===== src/rtl/regfile_wb_seq_if.sv =====
// rtl/regfile_wb_seq_if.sv - request/regfile-write bundle for the writeback sequencer
// The package carries the load-size and extension encodings shared by both sides.
package regfile_wb_seq_pkg;
  typedef enum logic [1:0] {SIZE_W, SIZE_H, SIZE_B, SIZE_BIT} cs_size;
  typedef enum logic {EXT_Z, EXT_S} cs_ext;
endpackage

interface regfile_wb_seq_if;
  import regfile_wb_seq_pkg::*;

  logic        valid_i;
  logic        ready_o;
  logic [4:0]  rd_i;
  logic [31:0] data_i;
  cs_size      size_i;
  cs_ext       ext_i;
  logic        write_o;
  logic [4:0]  rd_o;
  logic        rd_h_sel_o;
  logic [15:0] write_data_o;
  logic        pend_o;
  logic [4:0]  pend_rd_o;

  modport master (
    output valid_i, rd_i, data_i, size_i, ext_i,
    input  ready_o, write_o, rd_o, rd_h_sel_o, write_data_o, pend_o, pend_rd_o
  );

  modport slave (
    input  valid_i, rd_i, data_i, size_i, ext_i,
    output ready_o, write_o, rd_o, rd_h_sel_o, write_data_o, pend_o, pend_rd_o
  );
endinterface


===== src/rtl/regfile_wb_seq.sv =====
// rtl/regfile_wb_seq.sv - extends a 32-bit writeback result and writes it as two 16-bit halves
// Outputs decode only registered state, so the issue stage sees no path from valid_i.
module regfile_wb_seq
  import regfile_wb_seq_pkg::*;
#(
  parameter bit LO_FIRST = 1'b1
) (
  input logic             clk,
  input logic             rst_n,
  regfile_wb_seq_if.slave bus
);

  typedef enum logic [1:0] {IDLE, WR_A, WR_B} state_t;

  state_t      state, state_d;
  logic [4:0]  rd_q;
  logic [15:0] lo_q, hi_q;
  logic [15:0] lo_d, hi_d;
  logic        ready;
  logic        accept;
  logic        s;

  always_comb begin
    lo_d = 16'h0;
    hi_d = 16'h0;
    s    = (bus.ext_i == EXT_S);
    case (bus.size_i)
      SIZE_W: begin
        lo_d = bus.data_i[15:0];
        hi_d = bus.data_i[31:16];
      end
      SIZE_H: begin
        lo_d = bus.data_i[15:0];
        hi_d = {16{s & bus.data_i[15]}};
      end
      SIZE_B: begin
        lo_d = {{8{s & bus.data_i[7]}}, bus.data_i[7:0]};
        hi_d = {16{s & bus.data_i[7]}};
      end
      default: begin
        lo_d = {15'b0, bus.data_i[0]};
        hi_d = 16'h0;
      end
    endcase
  end

  // WR_B also accepts, giving back-to-back requests one write per cycle.
  always_comb begin
    state_d = state;
    ready   = (state == IDLE) || (state == WR_B);
    accept  = ready && bus.valid_i;
    case (state)
      IDLE:    state_d = accept ? WR_A : IDLE;
      WR_A:    state_d = WR_B;
      WR_B:    state_d = accept ? WR_A : IDLE;
      default: state_d = IDLE;
    endcase
  end

  always_ff @(posedge clk) begin
    if (!rst_n) begin
      state <= IDLE;
      rd_q  <= 5'd0;
      lo_q  <= 16'h0;
      hi_q  <= 16'h0;
    end else begin
      state <= state_d;
      if (accept) begin
        rd_q <= bus.rd_i;
        lo_q <= lo_d;
        hi_q <= hi_d;
      end
    end
  end

  always_comb begin
    bus.ready_o      = ready;
    bus.pend_o       = 1'b0;
    bus.pend_rd_o    = 5'd0;
    bus.write_o      = 1'b0;
    bus.rd_o         = 5'd0;
    bus.rd_h_sel_o   = 1'b0;
    bus.write_data_o = 16'h0;
    case (state)
      WR_A: begin
        bus.pend_o       = 1'b1;
        bus.pend_rd_o    = rd_q;
        bus.write_o      = (rd_q != 5'd0);
        bus.rd_o         = rd_q;
        bus.rd_h_sel_o   = ~LO_FIRST;
        bus.write_data_o = LO_FIRST ? lo_q : hi_q;
      end
      WR_B: begin
        bus.pend_o       = 1'b1;
        bus.pend_rd_o    = rd_q;
        bus.write_o      = (rd_q != 5'd0);
        bus.rd_o         = rd_q;
        bus.rd_h_sel_o   = LO_FIRST;
        bus.write_data_o = LO_FIRST ? hi_q : lo_q;
      end
      default: ;
    endcase
  end

endmodule


===== src/flat_wrapper.sv =====
// flat-port wrapper written by rule: the top's interface ports become plain ports
module regfile_wb_seq_flat import regfile_wb_seq_pkg::*;
#(
  parameter bit LO_FIRST = 1'b1
)
  (clk, rst_n, bus_valid_i, bus_rd_i, bus_data_i, bus_size_i, bus_ext_i, bus_ready_o, bus_write_o, bus_rd_o, bus_rd_h_sel_o, bus_write_data_o, bus_pend_o, bus_pend_rd_o);
  regfile_wb_seq_if bus_i ();
  input logic clk;
  input logic rst_n;
  input wire logic [$bits(bus_i.valid_i)-1:0] bus_valid_i;
  input wire logic [$bits(bus_i.rd_i)-1:0] bus_rd_i;
  input wire logic [$bits(bus_i.data_i)-1:0] bus_data_i;
  input wire logic [$bits(bus_i.size_i)-1:0] bus_size_i;
  input wire logic [$bits(bus_i.ext_i)-1:0] bus_ext_i;
  output wire logic [$bits(bus_i.ready_o)-1:0] bus_ready_o;
  output wire logic [$bits(bus_i.write_o)-1:0] bus_write_o;
  output wire logic [$bits(bus_i.rd_o)-1:0] bus_rd_o;
  output wire logic [$bits(bus_i.rd_h_sel_o)-1:0] bus_rd_h_sel_o;
  output wire logic [$bits(bus_i.write_data_o)-1:0] bus_write_data_o;
  output wire logic [$bits(bus_i.pend_o)-1:0] bus_pend_o;
  output wire logic [$bits(bus_i.pend_rd_o)-1:0] bus_pend_rd_o;
  assign bus_i.valid_i = bus_valid_i;
  assign bus_i.rd_i = bus_rd_i;
  assign bus_i.data_i = bus_data_i;
  assign bus_i.size_i = bus_size_i;
  assign bus_i.ext_i = bus_ext_i;
  assign bus_ready_o = bus_i.ready_o;
  assign bus_write_o = bus_i.write_o;
  assign bus_rd_o = bus_i.rd_o;
  assign bus_rd_h_sel_o = bus_i.rd_h_sel_o;
  assign bus_write_data_o = bus_i.write_data_o;
  assign bus_pend_o = bus_i.pend_o;
  assign bus_pend_rd_o = bus_i.pend_rd_o;
  regfile_wb_seq #(.LO_FIRST(LO_FIRST)) u_core (.clk(clk), .rst_n(rst_n), .bus(bus_i));
endmodule

===== config.mk =====
export PLATFORM = sky130hd
export DESIGN_NAME = regfile_wb_seq_flat
export DESIGN_NICKNAME = d
export VERILOG_FILES = /design/src/rtl/regfile_wb_seq_if.sv /design/src/rtl/regfile_wb_seq.sv /design/src/flat_wrapper.sv
export SDC_FILE = /design/constraint.sdc
export NUM_CORES = 1
export LEC_CHECK = 0
export CORE_ASPECT_RATIO = 1.2
export CORE_MARGIN = 3
export CORE_UTILIZATION = 45
export CTS_CLUSTER_DIAMETER = 100
export DETAILED_ROUTE_END_ITERATION = 10
export PLACE_DENSITY = 0.87
export REMOVE_ABC_BUFFERS = 1
export SLEW_MARGIN = 30
export SYNTH_ARGS = -nofsm -noshare
export SYNTH_HDL_FRONTEND = slang
export SYNTH_SLANG_ARGS = --single-unit
export TNS_END_PERCENT = 100

===== constraint.sdc =====
create_clock -name clk -period 2 [get_ports clk]
set_input_delay 0.2 -clock clk [delete_from_list [all_inputs] [get_ports clk]]
set_output_delay 0.2 -clock clk [all_outputs]
set_load 0.005 [all_outputs]

# Word level (Yosys, flattened, before mapping)
# Index checks and enable logic that the tools add are counted.
[totals]
reg_bits = 39
inputBits = 43
[op_classes]
n_eq_ne = 4
mux = 9
bitwise = 2
n_reduce_logical = 8
[ops]
columns = ["op", "count"]
rows = [
  ["case mux 16 bit (2 select lines)", 2],
  ["case mux 16 bit (3 select lines)", 1],
  ["OR reduction 2 bit", 3],
  ["2-to-1 mux 5 bit", 1],
  ["nonzero test 5 bit", 1],
  ["equality test 2 x 1 -> 1 bit, second input constant", 2],
  ["equality test 2 bit, second input constant", 2],
  ["logical NOT 2 bit", 2],
  ["2-to-1 mux 1 bit", 4],
  ["case mux 2 bit (2 select lines)", 1],
  ["bitwise AND 1 bit", 2],
  ["logical AND 1 bit", 1],
  ["logical OR 1 bit", 1],
]

# Logic depth before layout (Yosys ltp)
[logic_depth]
depth_word = 5
ltp_mapped = 7
mapped_depth_nobuf = 5

# Least setup slack after synthesis
# OpenSTA, ideal clock, no wires.
[synth_timing]
path_kind = "reg-to-output"
from = "register u_core.state[0]"
to = "output bus_write_data_o[0]"
n_path_buf = 2
arrival_ps = 1361
required_time_ps = 1800
stages_incl_launch_ff = 7
path_slack_ps = 439
path_cell_list = "dfxtp_1 -> inv_1 -> ha_1 -> clkbuf_1 -> clkbuf_1 -> a22oi_1 -> nor2b_1"
[synth_between]
elab_chain_cells = 2
elab_cells_between_ends = 3
[synth_lines]
columns = ["item", "line_no", "text"]
rows = [
  ["start: declaration", "regfile_wb_seq.sv:15", "state_t state, state_d;"],
  ["start signal: assignment", "regfile_wb_seq.sv:67", "state <= state_d;"],
  ["equality test 2 bit / equality test 2 x 1 -> 1 bit (equally long branches)", "regfile_wb_seq.sv:84", "case (state)"],
  ["case mux 16 bit (2 select lines) (*)", "regfile_wb_seq.sv:84", ""],
  ["end: declaration", "flat_wrapper.sv:19", "output wire logic [$bits(bus_i.write_data_o)-1:0] bus_write_data_o;"],
]
# Mark *: on every way between the ends. The rest lies on a longest branch, timed or not.

# Worst setup path after layout
[layout_timing]
from = "register u_core.state[1]"
to = "output bus_ready_o"
[layout_between]
elab_chain_cells = 2
elab_cells_between_ends = 3
[layout_lines]
columns = ["item", "line_no", "text"]
rows = [
  ["equality test 2 bit / logical NOT 2 bit (equally long branches)", "regfile_wb_seq.sv:50", "ready = (state == IDLE) || (state == WR_B);"],
  ["logical OR 1 bit (*)", "regfile_wb_seq.sv:50", ""],
  ["end: declaration", "flat_wrapper.sv:15", "output wire logic [$bits(bus_i.ready_o)-1:0] bus_ready_o;"],
]
# Marked as above.

==> results.md <==
* GRT Resource Usage Total at 21.73%
* Worst reg2reg path endpoint: u_core.lo_q[5]
* Lkg Pwr at 1.275 nW
* Worst-Margin Slew at 776.9 ps
* Achievable frequency at 503.9 MHz
* Slew Limit Fails at 0
* Maximum ir drop on the vdd rail at 464.0 uV
* Hold Crit Class: primary input to flop
* Starting Density at 47.38%
* Antenna violations before repair at 0
* Total routed wirelength at 6.134 mm
* Die span in y at 79.66 um
* Flip-flop cell with the highest count after synthesis: sky130_fd_sc_hd__dfxtp_1
* Accumulated negative setup slack at 0 ps
* Max-cap check violation count at 0
* Cell accounting for the most synthesized area: sky130_fd_sc_hd__dfxtp_1
* Sum of met2 wire segment lengths after detailed routing at 3.212 mm
* Via count at 1963
* CTS tree: built
* Fraction of power consumed by sequential logic at 43.1%
* Critical path data required time at 1800 ps
* Count of buffers from port buffering at 72
* Final Critical Period at 1985 ps
* Reg-to-reg critical path startpoint: u_core.state[1]
* Commonest cells in the netlist: 39 x sky130_fd_sc_hd__dfxtp_1, 19 x sky130_fd_sc_hd__nand2_1, 16 x sky130_fd_sc_hd__a22oi_1, 16 x sky130_fd_sc_hd__nor2b_1, 16 x sky130_fd_sc_hd__o2bb2ai_1
* Worst r2r path cells at 6
* Post-synthesis cell type count at 27
* Share of Yosys cell area claimed by the top area cell type at 38.38%
* Highest-delay cell along the critical path: sky130_fd_sc_hd__clkdlybuf4s50_1
* Wire length the detailed router placed on met1 at 2.482 mm
* Detailed-route vias per instance at 5.530
* Mux contribution to synthesized area at 0%
* Hold Fails Final Rpt at 0
* Source of the worst hold timing path: bus_rd_i[0]
* Synthesized-area fraction occupied by and/or/nand/nor cells at 18.45%
* Amount of wire on met3 after detailed routing at 267 um
* Cell row count at 26
* Cell with the most instances after synthesis: sky130_fd_sc_hd__dfxtp_1
* Cell at the root of the clock tree: sky130_fd_sc_hd__clkbuf_8
* Number of register bits inferred by synthesis at 39
* Max Used Layer: met4
* Synth Area in Adders at 3.690%
* Clock-pin slew on the worst setup and hold paths at 70 ps
* # clock sinks at 39
* Async SR Flop Fraction at 0%
* Synth Area in Compound Gates at 31.43%
* Int Power at 1.470 mW
* Part of the Yosys area used for sequential elements at 38.38%
* Layout cells sized above 1 at 23.41%
* Cts hold-fix bufs at 0
* Number of cells on the worst hold path at 3
* Final standard cell utilization of the core at 72.99%
* Critical Path Sink Type: output port
* Horizontal extent of the die at 67.38 um
* Total setup violations reported at the end of the flow at 0
* Global-route wire length before repair at 8.749 mm
* Worst clock skew at 7.881 ps
* Total power per unit cell area at 630.2 mW/mm2
* Overall die area at 0.005367 mm2
* Count of inserted antenna diode cells at 0
* Fraction of synthesized cell area in xor and xnor cells at 0%
* Number of synthesis warnings at 0
* Post-Synthesis Mean Instance Area at 9.332 um2
* Violation count after the first detailed-route iteration at 92
* Ranking of synthesized cells by area: sky130_fd_sc_hd__dfxtp_1 38%, sky130_fd_sc_hd__o2bb2ai_1 6.9%, sky130_fd_sc_hd__a211oi_2 6.2%
* Count of nets after finishing at 347
* Post-DP HPWL at 3.832 mm
* Post-synth EDFFs at 0
* Share of total power in combinational logic at 22.0%
* Number of routed nets with antenna violations at 0
* Net switching power at 0.5054 mW
* Placer's final routability congestion estimate at 0.7773
* Run status: finished, final reports clean
* Largest fanout on the critical path at 3
* Worst Setup Start Kind: flop
* Post-route fraction of the period consumed by the critical path at 99.23%
* Arr. time, crit path at 1780 ps
* Vias in the first global route at 1846
* Skew-Pair Late Insertion Delay at 300 ps
* Largest family of logic cells by synthesized area: compound AO/OA/AOI/OAI gates
* Synthesized netlist cell count at 218
* Overflow left after global routing at 0
* TritonCTS Buffers at 5
* Cell area after synthesis at 0.002034 mm2
* Critical Path Max Stage Delay at 450 ps
* DRC Markers at 0
* Relative area change from synthesis to final layout at 54.06%
* Max H-tree Level at 2
* Worst setup path start: u_core.state[1]
* Crit path cell chain: buf_12, ha_1, or2_2, clkdlybuf4s50_1
* Core outline area at 0.004294 mm2
* WL/cell at 17.28 um
* Endpoint with the worst hold slack: u_core.rd_q[0]
* Max transition margin at 48.17%
* Pin count of the biggest net entering global routing at 24
* Num ports at 73
* Part of the total power dissipated in the clock network at 35.0%
* Crit path kind: flop to output port
* Worst reg-to-reg setup slack at 380 ps
* Number of search-and-repair iterations in the first detailed-routing pass at 4
* Switching share of power at 25.59%
* Maximum clock insertion buffer count at 2
==> layer usage <==
| metal | track usage, % | vias up |
|---|---|---|
| li1 | - | 938 |
| met1 | 25.46 | 952 |
| met2 | 36.68 | 58 |
| met3 | 4.225 | 15 |
| met4 | 11.36 | 0 |
| met5 | 0 | - |
==> power by group through the flow <==
| stage | combinational, mW | clock, mW | sequential (mW) |
|---|---|---|---|
| 2_1_floorplan | 0.162 | 0 | 0.857 |
| 3_3_place_gp | 0.359 | 0 | 0.862 |
| 3_5_place_dp | 0.365 | 0 | 0.864 |
| 4_1_cts | 0.380 | 0.696 | 0.847 |
| 5_1_grt | 0.462 | 0.731 | 0.855 |
| 6_report | 0.434 | 0.691 | 0.851 |
==> state kept, by name (all words and copies together) (netlist names) <==
name / count
u_core.hi_q: 16
u_core.rd_q: 5
u_core.state: 2
u_core.lo_q: 16
==> critical path, delay by kind of cell, from the launching register on <==
kind | cells | cell delay [ps]
buffers and inverters | 2 | 580
flip-flops | 1 | 370
AND/OR/NAND/NOR | 1 | 310
adder cells (fa/ha/maj) | 1 | 230
==> repair_timing <==
action                     4_1_cts  5_1_grt
setup endpoints to repair       29        8
setup buffers                    1        8
pin swaps                        0        2
resized for setup               34       21
cloned                           1        1
==> worst max path at each step <==
stage                            to  slack, ps  cells past startpoint
2_1_floorplan        u_core.hi_q[0]        210                      5
3_3_place_gp    bus_write_data_o[4]        200                      5
3_5_place_dp   bus_write_data_o[12]        140                      5
4_1_cts        bus_write_data_o[12]        -50                      5
5_1_grt                 bus_ready_o        -20                      4
6_report                bus_ready_o         20                      4
==> metrics by stage <==
stage	power (mW)	setup slack (ps)	cell area, um2	hold WS (ps)	std cells
finish	1.975	15.35	3134	446.1	355
floorplan	1.019	212.4	1878	321.7	193
global placement	1.221	201.9	2794	436.9	336
global route	2.048	-16.97	3134	459.1	355
detailed placement	1.229	141.8	2794	448.5	336
CTS	1.923	-50.33	2958	446.7	346
==> cell type report <==
class                           count  area (um2)
Clock buffer                        6       82.58
Clock inverter                      2       35.03
Fill cell                         304        1160
Inverter                            2       12.51
Multi-Input combinational cell    152        1177
Sequential cell                    39       788.3
Tap cell                           56       70.07
Timing Repair Buffer               98       968.4
==> cell usage in the layout (no fill, tap or decap), types with 2 or more instances in the layout <==
| cell | netlist | final |
|---|---|---|
| sky130_fd_sc_hd__a211oi_1 | 6 | 6 |
| sky130_fd_sc_hd__a211oi_2 | 10 | 10 |
| sky130_fd_sc_hd__a21boi_1 | 13 | 13 |
| sky130_fd_sc_hd__a21oi_1 | 8 | 8 |
| sky130_fd_sc_hd__a22oi_1 | 16 | 10 |
| sky130_fd_sc_hd__a22oi_2 | 0 | 6 |
| sky130_fd_sc_hd__and2_1 | 7 | 4 |
| sky130_fd_sc_hd__and2_4 | 0 | 3 |
| sky130_fd_sc_hd__and4b_1 | 2 | 2 |
| sky130_fd_sc_hd__buf_12 | 0 | 3 |
| sky130_fd_sc_hd__buf_4 | 9 | 20 |
| sky130_fd_sc_hd__buf_6 | 3 | 2 |
| sky130_fd_sc_hd__clkbuf_8 | 0 | 6 |
| sky130_fd_sc_hd__clkdlybuf4s50_1 | 0 | 48 |
| sky130_fd_sc_hd__dfxtp_1 | 39 | 37 |
| sky130_fd_sc_hd__dfxtp_4 | 0 | 2 |
| sky130_fd_sc_hd__dlygate4sd2_1 | 0 | 18 |
| sky130_fd_sc_hd__dlymetal6s2s_1 | 0 | 5 |
| sky130_fd_sc_hd__ha_1 | 6 | 3 |
| sky130_fd_sc_hd__ha_4 | 0 | 2 |
| sky130_fd_sc_hd__inv_4 | 0 | 2 |
| sky130_fd_sc_hd__nand2_1 | 19 | 19 |
| sky130_fd_sc_hd__nand2b_1 | 8 | 8 |
| sky130_fd_sc_hd__nand3_1 | 8 | 8 |
| sky130_fd_sc_hd__nor2_4 | 2 | 2 |
| sky130_fd_sc_hd__nor2b_1 | 16 | 11 |
| sky130_fd_sc_hd__nor2b_2 | 0 | 3 |
| sky130_fd_sc_hd__nor2b_4 | 0 | 2 |
| sky130_fd_sc_hd__o21a_1 | 2 | 2 |
| sky130_fd_sc_hd__o21ai_0 | 8 | 8 |
| sky130_fd_sc_hd__o2bb2ai_1 | 16 | 16 |
==> logic make-up (layout without fill, tap and decap cells) <==
kind of cell | count (synthesis) | after routing
AND/OR/NAND/NOR | 66 | 66
AO/OA/AOI/OAI | 80 | 80
flip-flops | 39 | 39
buffers and inverters | 27 | 108
adder cells (fa/ha/maj) | 6 | 6
(Power assumes the default switching activity.)
